**src/rtl/inst_encoder_loader.sv**
```systemverilog
`default_nettype none
// inst_encoder_loader: packs decoded I/U/S/B fields into 32-bit words and writes them
// sequentially into instruction memory. Macro RV_BTYPE_EN enables B-type (fmt=3) encoding.
module inst_encoder_loader #(
    parameter int DATA_WIDTH = 32,
    parameter int MEM_DEPTH  = 64,
    parameter int ADDR_WIDTH = 6
) (
    input  logic                  clk,
    input  logic                  rst_n,
    input  logic                  clear,
    input  logic                  s_valid,
    output logic                  s_ready,
    input  logic [1:0]            fmt,
    input  logic [6:0]            opcode,
    input  logic [4:0]            rd,
    input  logic [4:0]            rs1,
    input  logic [4:0]            rs2,
    input  logic [2:0]            funct3,
    input  logic [DATA_WIDTH-1:0] imm,
    output logic                  mem_we,
    output logic [ADDR_WIDTH-1:0] mem_addr,
    output logic [DATA_WIDTH-1:0] mem_wdata,
    output logic [ADDR_WIDTH:0]   count,
    output logic                  full,
    output logic                  err_range,
    output logic                  err_fmt
);

    localparam logic [1:0] FMT_I = 2'd0;
    localparam logic [1:0] FMT_U = 2'd1;
    localparam logic [1:0] FMT_S = 2'd2;
    localparam logic [ADDR_WIDTH:0] DEPTH = (ADDR_WIDTH+1)'(MEM_DEPTH);

    typedef enum logic [1:0] {
        IDLE   = 2'd0,
        ENCODE = 2'd1,
        WRITE  = 2'd2,
        FULL   = 2'd3
    } state_t;

    state_t                state;
    logic [1:0]            f_fmt;
    logic [6:0]            f_opcode;
    logic [4:0]            f_rd;
    logic [4:0]            f_rs1;
    logic [4:0]            f_rs2;
    logic [2:0]            f_funct3;
    logic [DATA_WIDTH-1:0] f_imm;

    logic [DATA_WIDTH-1:0] word;
    logic                  imm_ok;
    logic                  fmt_ok;
    logic [ADDR_WIDTH:0]   count_inc;

    assign count_inc = count + 1'b1;
    assign s_ready   = rst_n && !clear && (state == IDLE);

    always_comb begin
        word   = '0;
        imm_ok = 1'b0;
        fmt_ok = 1'b1;
        case (f_fmt)
            FMT_I: begin
                word   = {f_imm[11:0], f_rs1, f_funct3, f_rd, f_opcode};
                imm_ok = (f_imm[31:11] == {21{f_imm[11]}});
            end
            FMT_U: begin
                word   = {f_imm[31:12], f_rd, f_opcode};
                imm_ok = (f_imm[11:0] == 12'd0);
            end
            FMT_S: begin
                word   = {f_imm[11:5], f_rs2, f_rs1, f_funct3, f_imm[4:0], f_opcode};
                imm_ok = (f_imm[31:11] == {21{f_imm[11]}});
            end
            default: begin
`ifdef RV_BTYPE_EN
                word   = {f_imm[12], f_imm[10:5], f_rs2, f_rs1, f_funct3,
                          f_imm[4:1], f_imm[11], f_opcode};
                imm_ok = !f_imm[0] && (f_imm[31:12] == {20{f_imm[12]}});
`else
                fmt_ok = 1'b0;
`endif
            end
        endcase
    end

    always_ff @(posedge clk or negedge rst_n) begin
        if (!rst_n) begin
            state     <= IDLE;
            f_fmt     <= '0;
            f_opcode  <= '0;
            f_rd      <= '0;
            f_rs1     <= '0;
            f_rs2     <= '0;
            f_funct3  <= '0;
            f_imm     <= '0;
            mem_we    <= 1'b0;
            mem_addr  <= '0;
            mem_wdata <= '0;
            count     <= '0;
            full      <= 1'b0;
            err_range <= 1'b0;
            err_fmt   <= 1'b0;
        end else begin
            mem_we   <= 1'b0;
            mem_addr <= count[ADDR_WIDTH-1:0];
            if (clear) begin
                state     <= IDLE;
                count     <= '0;
                mem_addr  <= '0;
                full      <= 1'b0;
                err_range <= 1'b0;
                err_fmt   <= 1'b0;
            end else begin
                case (state)
                    IDLE: begin
                        if (s_valid) begin
                            f_fmt    <= fmt;
                            f_opcode <= opcode;
                            f_rd     <= rd;
                            f_rs1    <= rs1;
                            f_rs2    <= rs2;
                            f_funct3 <= funct3;
                            f_imm    <= imm;
                            state    <= ENCODE;
                        end
                    end
                    ENCODE: begin
                        if (!fmt_ok) begin
                            err_fmt <= 1'b1;
                            state   <= IDLE;
                        end else if (!imm_ok) begin
                            err_range <= 1'b1;
                            state     <= IDLE;
                        end else begin
                            state <= WRITE;
                        end
                    end
                    WRITE: begin
                        // Address is the pre-increment count; FULL blocks any write past the end.
                        mem_we    <= 1'b1;
                        mem_wdata <= word;
                        count     <= count_inc;
                        full      <= (count_inc == DEPTH);
                        state     <= (count_inc == DEPTH) ? FULL : IDLE;
                    end
                    default: state <= FULL;
                endcase
            end
        end
    end

endmodule
`default_nettype wire

```
**config.mk**
```make
export PLATFORM = sky130hd
export DESIGN_NAME = inst_encoder_loader
export DESIGN_NICKNAME = d
export VERILOG_FILES = /design/src/rtl/inst_encoder_loader.sv
export SDC_FILE = /design/constraint.sdc
export NUM_CORES = 1
export LEC_CHECK = 0
export BUFFER_PORTS_ARGS = -buffer_cell sky130_fd_sc_hd__buf_2
export CORE_MARGIN = 2
export CORE_UTILIZATION = 57
export DETAILED_ROUTE_END_ITERATION = 8
export GPL_TIMING_DRIVEN = 1
export PLACE_DENSITY = 0.84
export SYNTH_ARGS = -nofsm -noshare
export SYNTH_HDL_FRONTEND = slang
export SYNTH_SLANG_ARGS = --single-unit
export TNS_END_PERCENT = 10
```
**constraint.sdc**
```tcl
create_clock -name clk -period 5.4 [get_ports clk]
set_input_delay 0.27 -clock clk [delete_from_list [all_inputs] [get_ports clk]]
set_output_delay 0.27 -clock clk [all_outputs]
set_load 0.05 [all_outputs]
```
==> metrics.cfg, run 1 <==
[global_routing]
antenna_found_initial=0
overflow=0
grt_max_degree=75
grt_use_met3=0.0527
busiest_layer=met2
grt_pass1_vias=3455
grt_pass1_wl_um=16900
track_usage=0.247
grt_use_met2=0.412
grt_util_met1=0.320

[synth]
synth_edf_count=0
synthCells=397
synth_top_area_cell=dfrtp_1
synth_top_area_frac=0.589
synth_ff_type=dfrtp_1
synth_nets=461
synth_area_per_cell_um2=11.8
synth_area_um2=4670
synth_cell_types=39
seq_area_frac_synth=0.589
yosys_warnings=0
ys_top_cells_by_area=dfrtp_1, mux2_2, nor2_1
synthArstFlopShare=1.00
yosys_register_bits=110

[sta]
hold_viol=0
relSlewSlack=0.195
skew_ps=12.1
fmax_ghz=0.404
max_slew.worst_pin.slew_ps=1210
period_minus_slack_ps=2470
grt_setup_unrepaired=no
setup_viol=0
setup_tns_ps=0
hold_ws_ps=102
maxSlewViolCount=0
fin_crit_sh=0.458

[drt]
viasPerCell=5.60
drt_iter0_markers=220
ant_nets=0
wl_um=10400
first_pass_iters=4
drc=0
wl_per_cell_um=17.1
vias=3405

[clock_tree]
cts-root-buf=clkbuf_8
htreeDepth=3
path_clk_slew_ps=110
cts_sinks=110
ctsResizeCount=0
cts_max_path_buffers=2
worstSkewPairLatency_ps=380
cts_made_buffers=9
cts_tree=yes

[worst_setup_path]
r2r_setup_slack_ps=2930
cp.required_ps=5710
worst_setup_path_end_kind=flip-flop
crit_type=flip-flop to flip-flop
worstPathMaxFanout=39
worstPathArrival_ps=2780
start_kind=flip-flop

[pwr]
p_per_area_nw_per_um2=317
ir_worst_vdd_mv=0.177
static-leakage-power_nw=2.68

[die]
die_height_um=94.6
io_pins=113
fp.coreArea_um2=8090
start_util=0.578
fp.dieArea_um2=8940
rows=33
fp.dieW_um=94.6

[layout]
diodes=0
area.sequential_um2=2750
nFillCells=642
mostFrequentLayoutCells=buf_2, dfrtp_1, nor2_1, mux2_2, nand2_1
fin_nets=562
area_growth_pct=16.6
multi_input_area_um2=1740
final_common_cell=buf_2
drive_above_1_share=0.368

[place]
io_buffers=112
dp.final_hpwl_um=7250
routabilityCongestion=0.774

[hold_path]
min_path_type=input port to flip-flop

[outcome]
status=finished, final reports clean

[flow_run]
max_cap_violations=0

## critical path: stages (launching register included)
cell	delay (ps)
dfrtp_1	520
nor2b_1	470
nand2_2	560
inv_2	590
nor2_1	110
nor2_1	140
## logic make-up after synthesis
logic type / after synthesis / synth area share
adder cells (fa/ha/maj): 1 / 0.00268
multiplexers: 61 / 0.146
XOR/XNOR: 5 / 0.00937
AO/OA/AOI/OAI: 48 / 0.0696
buffers and inverters: 30 / 0.0383
AND/OR/NAND/NOR: 142 / 0.146
flip-flops: 110 / 0.589
## stage by stage
| stage | worst slack, ps | instance area, µm² | power, mW | utilization | std cells |
|---|---|---|---|---|---|
| finish | 2930 | 5450 | 1.73 | 0.673 | 608 |
| global route | 2670 | 5450 | 1.81 | 0.673 | 608 |
| CTS | 2910 | 5450 | 1.74 | 0.673 | 608 |
| detailed placement | 2970 | 5220 | 1.22 | 0.645 | 591 |
| global placement | 3060 | 5220 | 1.20 | 0.645 | 591 |
| floorplan | 2970 | 4670 | 1.13 | - | 397 |
## metal layers
| layer | vias up | routed length [µm] |
|---|---|---|
| li1 | 1593 | - |
| met1 | 1683 | 4320 |
| met2 | 110 | 5170 |
| met3 | 19 | 602 |
| met4 | 0 | 274 |
| met5 | - | 0 |
## power breakdown
group          internal [mW]  switching [mW]  leakage (nW)
Sequential             0.906          0.0817          1.41
Combinational          0.106           0.109          1.16
Clock                  0.236           0.291         0.110
## flip-flops by register name, indices dropped and copies added, names as in the netlist
name       flops
f_rs1          5
f_opcode       7
f_rd           5
err_range      1
f_funct3       3
err_fmt        1
f_imm         32
f_rs2          5
mem_we         1
mem_addr       6
count          7
full           1
f_fmt          2
mem_wdata     32
state          2
## timing repair
item	in CTS	in global routing
endpoints found under the hold margin	36	0
hold buffers	1	0
buffers inserted	0	0
## area by class of cell
type / count / area share
timing repair buffer: 115 / 0.108
clock buffer: 10 / 0.0253
inverter: 5 / 0.00344
sequential: 110 / 0.505
multi-input combinational: 257 / 0.320
tap: 105 / 0.0241
clock inverter: 6 / 0.0145
## synthesized netlist by cell type (all sizes together), types with 3 or more instances
master    n
and3      3
inv       5
nor2b    15
xor2      4
nor3      3
a221oi   15
nand2    32
nor2     55
mux2i     5
o21ai    12
clkbuf    8
a311oi    4
nor4b     3
dfrtp   110
nor4      7
nand3    11
buf      17
mux2     56
a21oi    12
nand4     8
## final timing paths
kind	startpoint	end	depth (start not counted)
setup / recovery	state[1]$_DFFE_PN0P_	mem_wdata[18]$_DFFE_PN0P_	5
setup reg to reg	state[1]$_DFFE_PN0P_	mem_wdata[18]$_DFFE_PN0P_	5
min in group asynchronous	rst_n	f_imm[5]$_DFFE_PN0P_	2
max in group asynchronous	rst_n	f_imm[31]$_DFFE_PN0P_	3
hold / removal	imm[12]	f_imm[12]$_DFFE_PN0P_	3
hold reg to reg	mem_wdata[6]$_DFFE_PN0P_	mem_wdata[6]$_DFFE_PN0P_	2
Power figures use the tool's default switching activity.
==> run 2: changes to the inputs <==
- ABC_AREA: not set -> 1
- CORE_UTILIZATION: 57 -> 48
- PLACE_DENSITY: 0.84 -> 0.75
- clock period: 5.4 -> 2.01 ns (I/O delays scaled with it)
==> metrics.cfg, run 2 <==
[layout]
layout.cells.non_filler=846  ; was 608
fin_nets=772  ; was 562
reg.largest.list=f_imm (32), mem_wdata (32)  ; unchanged
multi_input_area_um2=1700  ; was 1740 µm²
area_growth_pct=29.7  ; was 16.6%
area.sequential_um2=2750  ; unchanged
drive_above_1_share=0.236  ; was 0.368
final_common_cell=nand2_1  ; was buf_2
nFillCells=854  ; was 642
mostFrequentLayoutCells=nand2_1, buf_2, dfrtp_1, nor2_1, inv_1  ; was buf_2, dfrtp_1, nor2_1, mux2_2, nand2_1
diodes=0  ; unchanged

[die]
start_util=0.496  ; was 0.578
fp.coreArea_um2=9770  ; was 8090 µm²
rows=36  ; was 33
io_pins=113  ; unchanged
fp.dieArea_um2=10900  ; was 8940 µm²
fp.dieW_um=105  ; was 94.6 µm
die_height_um=105  ; was 94.6 µm

[sta]
setup_tns_ps=0  ; unchanged
setup_viol=0  ; unchanged
grt_setup_unrepaired=no  ; unchanged
relSlewSlack=0.570  ; was 0.195
fin_crit_sh=0.820  ; was 0.458
skew_ps=12.5  ; was 12.1 ps
hold_viol=0  ; unchanged
period_minus_slack_ps=1650  ; was 2470 ps
setup_ws_ps=363  ; was 2930 ps
fmax_ghz=0.607  ; was 0.404 GHz
max_slew.worst_pin.slew_ps=644  ; was 1210 ps
maxSlewViolCount=0  ; unchanged

[worst_setup_path]
cp.required_ps=2270  ; was 5710 ps
r2r_start=state[1]$_DFFE_PN0P_  ; unchanged
crit_type=flip-flop to flip-flop  ; unchanged
worstPathArrival_ps=1910  ; was 2780 ps
worst_setup_path_end_kind=flip-flop  ; unchanged
worstRegToRegCells=4  ; was 5
reg2reg_to=f_imm[21]$_DFFE_PN0P_  ; was mem_wdata[18]$_DFFE_PN0P_
worstPathMaxFanout=47  ; was 39
r2r_setup_slack_ps=360  ; was 2930 ps
start_kind=flip-flop  ; unchanged

[hold_path]
min_path_type=input port to flip-flop  ; unchanged
hold_path_depth=3  ; unchanged
min_from=rd[0]  ; was imm[12]
hold_end=f_rd[0]$_DFFE_PN0P_  ; was f_imm[12]$_DFFE_PN0P_

[global_routing]
grt_pass1_wl_um=20000  ; was 16900 µm
grt_pass1_vias=4264  ; was 3455
overflow=0  ; unchanged
grt_max_degree=111  ; was 75
antenna_found_initial=0  ; unchanged
track_usage=0.227  ; was 0.247

[place]
placedCellCount=774  ; was 591
routabilityCongestion=0.808  ; was 0.774
pre_cts_slack_ps=407  ; was 2970 ps
dp.final_hpwl_um=7830  ; was 7250 µm
io_buffers=112  ; unchanged

[drt]
ant_nets=0  ; unchanged
vias=4202  ; was 3405
viasPerCell=4.97  ; was 5.60
drc=0  ; unchanged
first_pass_iters=6  ; was 4
wl_um=11800  ; was 10400 µm
wl_per_cell_um=13.9  ; was 17.1 µm
drt_iter0_markers=231  ; was 220

[clock_tree]
cts-root-buf=clkbuf_8  ; unchanged
cts_max_path_buffers=2  ; unchanged
cts_made_buffers=9  ; unchanged
cts_setup_buffers=0  ; unchanged
cts_sinks=110  ; unchanged
cts_tree=yes  ; unchanged
worstSkewPairLatency_ps=370  ; was 380 ps
ctsResizeCount=0  ; unchanged
path_clk_slew_ps=110  ; about the same
htreeDepth=3  ; unchanged

[synth]
synth_cell_types=32  ; was 39
synth_nets=610  ; was 461
ys_top_cells_by_area=dfrtp_1, nand2_1, nor2_1  ; was dfrtp_1, mux2_2, nor2_1
synth_area_um2=4850  ; was 4670 µm²
synth_edf_count=0  ; unchanged
yosys_register_bits=110  ; unchanged
synth_ff_type=dfrtp_1  ; unchanged
seq_area_frac_synth=0.567  ; was 0.589
synth_area_per_cell_um2=8.88  ; was 11.8 µm²
synthTopCellsByCount=nand2_1, dfrtp_1, nor2_1  ; was dfrtp_1, nor2_1, mux2_2
synth_top_area_cell=dfrtp_1  ; unchanged
yosysMostFrequentCell=nand2_1  ; was dfrtp_1
synthCells=546  ; was 397
synth_top_area_frac=0.567  ; was 0.589
synthArstFlopShare=1.00  ; unchanged
yosys_warnings=0  ; unchanged

[pwr]
p_per_area_nw_per_um2=804  ; was 317 nW/µm²
static-leakage-power_nw=3.37  ; was 2.68 nW
ir_worst_vdd_mv=0.495  ; was 0.177 mV

[outcome]
status=finished, final reports clean  ; unchanged

[flow_run]
max_cap_violations=0  ; unchanged

==> run 2: power breakdown <==
part / switching, mW / total (mW) / internal (mW)
sequential: 0.154 / 2.60 / 2.45
clock: 0.778 / 1.41 / 0.635
combinational: 0.630 / 1.05 / 0.417
total: 1.56 / 5.06 / 3.50
==> run 2: cells by family after synthesis <==
kind of cell,synth area share
DFF,0.567
AOI/OAI and AO/OA,0.116
muxes,0.0294
and+or+nand+nor,0.203
buffers and inverters,0.0812
adders and majority gates,0.00258
==> run 2: layout make-up <==
cell class	instances	share of cell area
sequential	110	0.437
multi-input combinational	346	0.271
timing repair buffer	173	0.190
inverter	68	0.0406
tap	133	0.0264
clock buffer	10	0.0219
clock inverter	6	0.0123
==> run 2: per-layer routing <==
layer | GRT usage | vias up | wire [µm]
li1 | - | 2054 | -
met1 | 0.291 | 1991 | 5120
met2 | 0.390 | 138 | 5830
met3 | 0.0468 | 19 | 612
met4 | 0.0656 | 0 | 231
met5 | 0 | - | 0
==> run 2: worst max-delay path, cell delays in order (launching register included) <==
cell and delay (ps):
dfrtp_1 440, nor2_2 180, nand3_4 280, buf_12 290
mux2_4 310
==> run 2: timing repair <==
item / 4_1_cts / 5_1_grt
endpoints found under the setup margin: 0 / 0
endpoints found under the hold margin: 165 / 0
hold buffers: 56 / 0
==> run 2: worst max-delay path by stage <==
stage	startpoint	endpoint	slack, ps
global route	state[1]$_DFFE_PN0P_	count[2]$_DFFE_PN0P_	260
finish	state[1]$_DFFE_PN0P_	f_imm[21]$_DFFE_PN0P_	360
detailed placement	state[1]$_DFFE_PN0P_	f_rs2[0]$_DFFE_PN0P_	410
floorplan	count[1]$_DFFE_PN0P_	state[0]$_DFFE_PN0P_	260
global placement	state[1]$_DFFE_PN0P_	f_imm[21]$_DFFE_PN0P_	440
CTS	state[1]$_DFFE_PN0P_	f_imm[21]$_DFFE_PN0P_	380
==> run 2: per-stage QoR <==
stage,util,power (mW),instance area [µm²],hold WS (ps)
final,0.644,5.06,6290,14.3
after global routing,0.644,5.33,6290,10.5
after CTS,0.644,5.09,6290,2.86
after detailed placement,0.564,3.60,5520,242
after global placement,0.564,3.57,5520,238
after floorplan,-,3.29,4850,-195
